$ cat src/rtl/lc3_ctrl_pkg.sv
// lc3_ctrl_pkg: opcodes, opcode classes and memory-FSM state encodings for the LC3 pipe sequencer
package lc3_ctrl_pkg;
  localparam logic [3:0] OP_BR  = 4'b0000;
  localparam logic [3:0] OP_ADD = 4'b0001;
  localparam logic [3:0] OP_LD  = 4'b0010;
  localparam logic [3:0] OP_ST  = 4'b0011;
  localparam logic [3:0] OP_AND = 4'b0101;
  localparam logic [3:0] OP_LDR = 4'b0110;
  localparam logic [3:0] OP_STR = 4'b0111;
  localparam logic [3:0] OP_NOT = 4'b1001;
  localparam logic [3:0] OP_LDI = 4'b1010;
  localparam logic [3:0] OP_STI = 4'b1011;
  localparam logic [3:0] OP_JMP = 4'b1100;
  localparam logic [3:0] OP_LEA = 4'b1110;
  // low two bits are the externally visible mem_state code
  typedef enum logic [2:0] {
    MS_RD   = 3'b000,
    MS_IND  = 3'b001,
    MS_WR   = 3'b010,
    MS_IDLE = 3'b011,
    MS_WB   = 3'b111
  } mem_fsm_t;
  function automatic logic mem_op(input logic [3:0] op);
    return op inside {OP_LD, OP_LDR, OP_LDI, OP_ST, OP_STR, OP_STI};
  endfunction
  function automatic logic wb_op(input logic [3:0] op);
    return op inside {OP_ADD, OP_AND, OP_NOT, OP_LEA};
  endfunction
  function automatic logic ctrl_op(input logic [3:0] op);
    return op inside {OP_BR, OP_JMP};
  endfunction
  function automatic logic ind_op(input logic [3:0] op);
    return op inside {OP_LDI, OP_STI};
  endfunction
  function automatic logic store_op(input logic [3:0] op);
    return op inside {OP_ST, OP_STR, OP_STI};
  endfunction
endpackage

$ cat src/rtl/lc3_mem_fsm.sv
// lc3_mem_fsm: data-memory access sequencer that freezes the pipe while a load/store is in writeback
module lc3_mem_fsm
  import lc3_ctrl_pkg::*;
(
  input  logic       clock,
  input  logic       reset,
  input  logic       complete_data,
  input  logic       vw,
  input  logic [3:0] op,
  output logic       stall,
  output logic [1:0] mem_state,
  output logic       wb_pulse,
  output logic       retire
);
  mem_fsm_t state;
  logic store;
  logic hit;
  assign hit       = vw & mem_op(op) & (state == MS_IDLE);
  assign stall     = (state != MS_IDLE) | hit;
  assign mem_state = state[1:0];
  assign wb_pulse  = state == MS_WB;
  assign retire    = ((state == MS_WR) & complete_data) | wb_pulse;
  // access sequencing; the store flag remembers which way an indirect access continues
  always_ff @(posedge clock or posedge reset)
    if (reset) begin
      state <= MS_IDLE;
      store <= 1'b0;
    end else
      case (state)
        MS_IDLE: if (hit) begin
          store <= store_op(op);
          state <= ind_op(op) ? MS_IND : store_op(op) ? MS_WR : MS_RD;
        end
        MS_IND:  if (complete_data) state <= store ? MS_WR : MS_RD;
        MS_RD:   if (complete_data) state <= MS_WB;
        MS_WR:   if (complete_data) state <= MS_IDLE;
        default: state <= MS_IDLE;
      endcase
endmodule

$ cat src/rtl/lc3_pipe_ctrl.sv
// lc3_pipe_ctrl: LC3 pipeline sequencer producing per-stage enables from slot occupancy
module lc3_pipe_ctrl
  import lc3_ctrl_pkg::*;
(
  input  logic        clock,
  input  logic        reset,
  input  logic        complete_data,
  input  logic [15:0] instr_dout,
  input  logic [15:0] IR_Exec,
  input  logic [2:0]  psr,
  output logic        enable_fetch,
  output logic        enable_updatePC,
  output logic        enable_decode,
  output logic        enable_execute,
  output logic        enable_writeback,
  output logic        br_taken,
  output logic [1:0]  mem_state
);
  logic vd, ve, vw, ctrl_pend;
  logic stall, wb_pulse, retire, resolve;
  logic [3:0] op_d, op_w;
  logic unused_bits;
  assign op_d        = instr_dout[15:12];
  assign op_w        = IR_Exec[15:12];
  assign unused_bits = ^{instr_dout[11:0], IR_Exec[8:0]};
  lc3_mem_fsm u_mem (
    .clock        (clock),
    .reset        (reset),
    .complete_data(complete_data),
    .vw           (vw),
    .op           (op_w),
    .stall        (stall),
    .mem_state    (mem_state),
    .wb_pulse     (wb_pulse),
    .retire       (retire)
  );
  assign resolve          = vw & !stall & ctrl_op(op_w);
  assign enable_fetch     = !stall & !ctrl_pend;
  assign enable_updatePC  = enable_fetch;
  assign enable_decode    = vd & !stall;
  assign enable_execute   = ve & !stall;
  assign enable_writeback = (vw & !stall & wb_op(op_w)) | wb_pulse;
  // slot occupancy shifts when free-running; a branch in decode blocks fetch even under a stall
  always_ff @(posedge clock or posedge reset)
    if (reset) begin
      vd        <= 1'b0;
      ve        <= 1'b0;
      vw        <= 1'b0;
      ctrl_pend <= 1'b0;
      br_taken  <= 1'b0;
    end else begin
      if (!stall) begin
        vd <= enable_fetch;
        ve <= vd;
        vw <= ve;
      end else if (retire)
        vw <= 1'b0;
      ctrl_pend <= (vd & ctrl_op(op_d)) | (ctrl_pend & !resolve);
      if (resolve) br_taken <= (op_w == OP_JMP) | (|(IR_Exec[11:9] & psr));
    end
endmodule
$ cat config.mk
export PLATFORM = sky130hd
export DESIGN_NAME = lc3_pipe_ctrl
export DESIGN_NICKNAME = d
export VERILOG_FILES = /design/src/rtl/lc3_ctrl_pkg.sv /design/src/rtl/lc3_mem_fsm.sv /design/src/rtl/lc3_pipe_ctrl.sv
export SDC_FILE = /design/constraint.sdc
export NUM_CORES = 1
export LEC_CHECK = 0
export CORE_MARGIN = 2
export CORE_UTILIZATION = 33
export CTS_BUF_LIST = sky130_fd_sc_hd__clkbuf_16
export DETAILED_ROUTE_END_ITERATION = 10
export HOLD_SLACK_MARGIN = 0.06
export PLACE_DENSITY = 0.81
export SETUP_SLACK_MARGIN = 0.3
export SLEW_MARGIN = 25
export SYNTH_ARGS = -nofsm -noshare
export SYNTH_HDL_FRONTEND = slang
export SYNTH_SLANG_ARGS = --single-unit
$ cat constraint.sdc
create_clock -name clock -period 3.3 [get_ports clock]
set_input_delay 0.33 -clock clock [delete_from_list [all_inputs] [get_ports clock]]
set_output_delay 0.33 -clock clock [all_outputs]
set_load 0.02 [all_outputs]
Word-level counts from Yosys, hierarchy flattened --
Cells that the tools add are included.
Cells by class: equality and inequality tests 22, muxes and demuxes 10, bitwise logic cells 17, reduce and logical (&&, ||, !) cells 15
Operator list (number):
- $eq A4 B4 Y1 const B | 6
- $mux W3 | 5
- $eq A4 B3 Y1 const B | 3
- $pmux W3 S4 | 1
- $and A1 B1 Y1 | 11
- $eq A4 B2 Y1 const B | 2
- $logic_not A4 Y1 | 2
- $eq A3 B2 Y1 const B | 2
- $ne A2 B2 Y1 const B | 3
- $reduce_bool A2 Y1 | 3
- $reduce_bool A6 Y1 | 1
- $or A1 B1 Y1 | 5
- $eq A4 B1 Y1 const B | 1
- $mux W2 | 2
- $ne A2 B1 Y1 const B | 2
- $reduce_and A4 Y1 | 1
- $reduce_bool A4 Y1 | 1
- $and A3 B3 Y3 | 1
- $eq A3 B1 Y1 const B | 1
- $eq A3 B3 Y1 const B | 1
- $logic_not A1 Y1 | 3
- $logic_not A3 Y1 | 1
- $ne A3 B2 Y1 const B | 1
- $reduce_bool A3 Y1 | 1
- other kinds (3) | 4
Word-level totals: register bits after elaboration 9, input bits 38, output and inout port bits 8, logic and storage cells 71

Depth between registers and ports, before layout --
depth after elaboration 11, gate-level depth with buffers 4

Hierarchy --
Synthesis repeated with hierarchy kept, for this count alone.
Second synthesis, totals: cell total of the unflattened synthesis 62, area total of the unflattened synthesis 585.6 sq um
By module, submodules not included:
- lc3_pipe_ctrl | times used 1, cells an instance 30, area an instance 299.0 sq um, sequential area each 125.1 sq um
- lc3_mem_fsm | times used 1, cells an instance 32, area an instance 286.5 sq um, sequential area each 102.6 sq um

Worst setup path after synthesis --
OpenSTA, ideal clock, no wires.
path type reg-to-output, from register u_mem.state[1], to output enable_updatePC, data arrival time 1.428 ns, data required time 2.970 ns, slack 1.542 ns, stages on the path, launching flop included 5, path buffers 1, cells stage by stage dfstp_2 -> and3b_1 -> o21ai_2 -> nor2_1 -> buf_4
Between the ends: longest elaborated chain between the ends 5, elaborated cells between the ends (all ways) 6, classes of those cells eq/ne: 2; bitwise: 3; reduce/logical: 1
Ends and longest elaborated chain:
- from (decl) | RTL line lc3_mem_fsm.sv:15 | mem_fsm_t state;
- from (signal assigned) | RTL line lc3_mem_fsm.sv:32 | state <= ind_op(op) ? MS_IND : store_op(op) ? MS_WR : MS_RD;
- from (signal assigned) | RTL line lc3_mem_fsm.sv:34 | MS_IND: if (complete_data) state <= store ? MS_WR : MS_RD;
- $eq A3 B2 Y1 | RTL line lc3_mem_fsm.sv:18 | assign hit = vw & mem_op(op) & (state == MS_IDLE);
- $and A1 B1 Y1 | RTL line lc3_mem_fsm.sv:18
- $or A1 B1 Y1 (*) | RTL line lc3_mem_fsm.sv:19 | assign stall = (state != MS_IDLE) | hit;
- $logic_not A1 Y1 (*)
- $and A1 B1 Y1 (*) | RTL line lc3_pipe_ctrl.sv:38 | assign enable_fetch = !stall & !ctrl_pend;
- to (decl) | RTL line lc3_pipe_ctrl.sv:12 | output logic enable_updatePC,
Every way passes the cells marked *; elsewhere a longest branch is shown, timed or not.

Worst setup path after layout --
from register u_mem.state[1], to output enable_fetch
Between the ends: longest elaborated chain between the ends 5, elaborated cells between the ends (all ways) 6, classes of those cells eq/ne: 2; bitwise: 3; reduce/logical: 1
Ends and longest elaborated chain:
- $eq A3 B2 Y1 | RTL line lc3_mem_fsm.sv:18
- $and A1 B1 Y1 | RTL line lc3_mem_fsm.sv:18
- $or A1 B1 Y1 (*) | RTL line lc3_mem_fsm.sv:19
- $logic_not A1 Y1 (*)
- $and A1 B1 Y1 (*) | RTL line lc3_pipe_ctrl.sv:38
- to (decl) | RTL line lc3_pipe_ctrl.sv:11 | output logic enable_fetch,
Marks and branches as above.

==> impl_summary.txt <==
----------------------------------------------------
[CTS]
  Clock sink count ... 9
  Number of resized instances in the post-cts repair step ... 0
  Setup Buffers After CTS ... 0
  Clock transition at path regs ... 0.04 ns
  Clock latency on the worst-skew pair ... 0.24 ns
  Number of buffers on the longest clock path ... 2
  CTS tree ... yes
  Number of buffers added by the clock tree synthesis step ... 3
  Root Buffer ... sky130_fd_sc_hd__clkbuf_16
  Total number of H-tree levels ... 1
  Number of buffers added to fix hold violations after cts ... 0

[Setup path]
  Crit Path Class ... reg -> out
  Worst reg2reg setup slack ... 1.84 ns
  Launching element type of the critical path ... register
  Crit Path Max Fanout ... 8
  Worst path required time ... 2.97 ns
  Data arrival time of the critical path ... 2.01 ns
  Cells along the critical path ... and3b_1, o21ai_2, nor2_1, clkdlybuf4s50_1
  Maximum single-stage delay on the critical path ... 0.65 ns
  Worst path slowest cell ... sky130_fd_sc_hd__clkdlybuf4s50_1
  Crit path capture type ... output port

[Die]
  Die footprint ... 1990 um^2
  Initial standard-cell utilization of the core ... 35.6%
  FP Rows ... 14
  IO Pins ... 46
  Width of the die ... 44.6 um
  Core ar. ... 1520 um^2
  Vertical die dimension ... 44.6 um

[Final layout]
  Antenna diodes ... 0
  Filler Cells Inserted ... 140
  Most common library cell in the layout ignoring fill and taps ... sky130_fd_sc_hd__clkdlybuf4s50_1
  Most frequent cells in the layout ... 24 x sky130_fd_sc_hd__clkdlybuf4s50_1, 9 x sky130_fd_sc_hd__nor2_1, 7 x sky130_fd_sc_hd__dfrtp_1, 6 x sky130_fd_sc_hd__nand2_1, 5 x sky130_fd_sc_hd__a21oi_1
  Layout cell share with drive strength beyond 1 ... 12.6%
  Final net count ... 126
  Area grow syn2layout ... 58.3%

[Logic synthesis]
  Mapped Avg Cell Area ... 8.76 um^2
  Syn Inst Count ... 62
  Count of distinct cell types in the synthesized netlist ... 29
  FF+latch count, synth ... 9
  Post-synthesis instance area ... 543 um^2
  Post-Synthesis Net Count ... 100
  Yosys Warn Count ... 0
  Register area share after synthesis ... 41.9%

[Power and ir drop]
  Leakage power ... 0.377 nW
  Power per standard cell area ... 871 nW/um^2
  Worst VDD drop ... 0.541 mV

[Route]
  Number of search-and-repair iterations in the first detailed-routing pass ... 4
  DR vias ... 546
  Total wirelength of the detailed-routed design ... 1350 um
  Number of nets still failing antenna checks after routing ... 0
  Final routed DRC violation total ... 0
  Final routed wire length divided by cell count ... 13.1 um
  Via density ... 5.30
  1st-iter DRT viols ... 14

[Global route]
  Maximum number of pins on one net before global-route repair ... 10
  Global-route wire length before repair ... 2280 um
  Antenna violations before repair ... 0
  Via count of the first global-routing pass ... 541
  Overflow left after global routing ... 0
  Overall routing resource usage ... 16.7%

[STA]
  Top achievable clock speed ... 427 MHz
  Total negative setup slack ... 0 ns
  Count of pins over their slew limit ... 0
  Final setup viols ... 0
  Worst setup slack after layout ... 0.957 ns
  Setup repair after global routing missed its margin ... no
  WHS ... 0.368 ns
  Hold violation count in the final report ... 0
  Worst slew pin tran ... 0.356 ns
  Clock Skew ... 0.00585 ns
  Final worst path period share ... 71.0%
  Slew HR ... 76.2%
  Time the worst path needs with I/O delays and setup ... 2.34 ns

[Job]
  Max-cap violations ... 0

[Placed design]
  Final HPWL DP ... 1050 um
  Setup slack after placement ... 0.977 ns
  Buffers added on ports ... 24
  Routability congestion estimate from global placement ... 0.775

[Status]
  Run status ... completed

[Hold path]
  Tightest Hold Check Type ... in -> async

----------------------------------------------------
-- worst paths after layout --
path | cells after the start | end | from
max | 4 | enable_fetch | u_mem.state[1]
min | 2 | ctrl_pend | reset
max reg2reg | 4 | ctrl_pend | u_mem.state[1]
min reg2reg | 1 | ve | ve
max in group asynchronous | 2 | u_mem.state[1] | reset
min in group clock | 1 | ve | ve
-- registers in the layout, indices dropped and copies added (netlist names) --
name,count
ve,1
br_taken,1
vw,1
ctrl_pend,1
u_mem.state,3
vd,1
u_mem.store,1
-- logic make-up after synthesis --
group / Yosys count / synth area share (%)
flip-flops: 9 / 41.9
XOR/XNOR: 1 / 1.61
buffers and inverters: 6 / 6.22
AO/OA/AOI/OAI: 16 / 19.4
multiplexers: 1 / 2.07
AND/OR/NAND/NOR: 29 / 28.8
-- where the power goes --
part / leakage, nW / internal, mW / switching [mW]
clock network: 0.0423 / 0.159 / 0.0551
registers: 0.108 / 0.168 / 0.0464
logic: 0.226 / 0.157 / 0.163
-- area by class of cell --
cell class | count | area, um^2 | area share [%]
Multi-Input combinational cell | 47 | 282 | 32.8
Timing Repair Buffer | 24 | 240 | 27.9
Sequential cell | 9 | 228 | 26.5
Clock buffer | 3 | 75.1 | 8.73
Tap cell | 16 | 20.0 | 2.33
Inverter | 3 | 11.3 | 1.31
Clock inverter | 1 | 3.75 | 0.437
-- cell usage after synthesis, drive strengths merged --
cell	instances	area share, %
nand2	7	5.3
nand4b	1	1.6
and3	2	2.3
a31oi	1	1.2
mux2	1	2.1
dfstp	2	9.7
nor2	9	6.2
or2	2	2.8
buf	3	4.1
dfrtp	7	32
a22o	1	1.6
nor3	3	3.7
and2	1	1.6
and3b	1	1.6
xor2	1	1.6
a21o	2	2.8
inv	3	2.1
nand3b	1	1.4
nand2b	2	2.3
o21ai	3	3.5
o22ai	1	1.2
o21bai	1	1.4
a21oi	5	4.6
a21boi	1	1.4
a222oi	1	1.8
-- routing by layer --
| layer | vias to the layer above | track usage (%) | wire length, um |
|---|---|---|---|
| li1 | 263 | - | - |
| met1 | 256 | 17.7 | 553 |
| met4 | 0 | 9.09 | 38 |
| met2 | 21 | 27.5 | 687 |
| met3 | 6 | 7.35 | 75 |
| met5 | - | 0 | 0 |
-- critical path, delay by kind of cell (launching register included) --
family | cells | cell delay (ns)
simple gates | 2 | 0.42
compound gates | 1 | 0.12
flops | 1 | 0.59
buf+inv | 1 | 0.65
-- per-stage QoR --
step           power [mW]  utilization, %  instance area (um^2)  instances
2_1_floorplan       0.418               -                   543         62
3_3_place_gp        0.522            51.2                   781         99
3_5_place_dp        0.535            51.2                   781         99
4_1_cts             0.754            56.4                   860        103
5_1_grt             0.797            56.4                   860        103
6_report            0.748            56.4                   860        103
(Power assumes the default switching activity.)
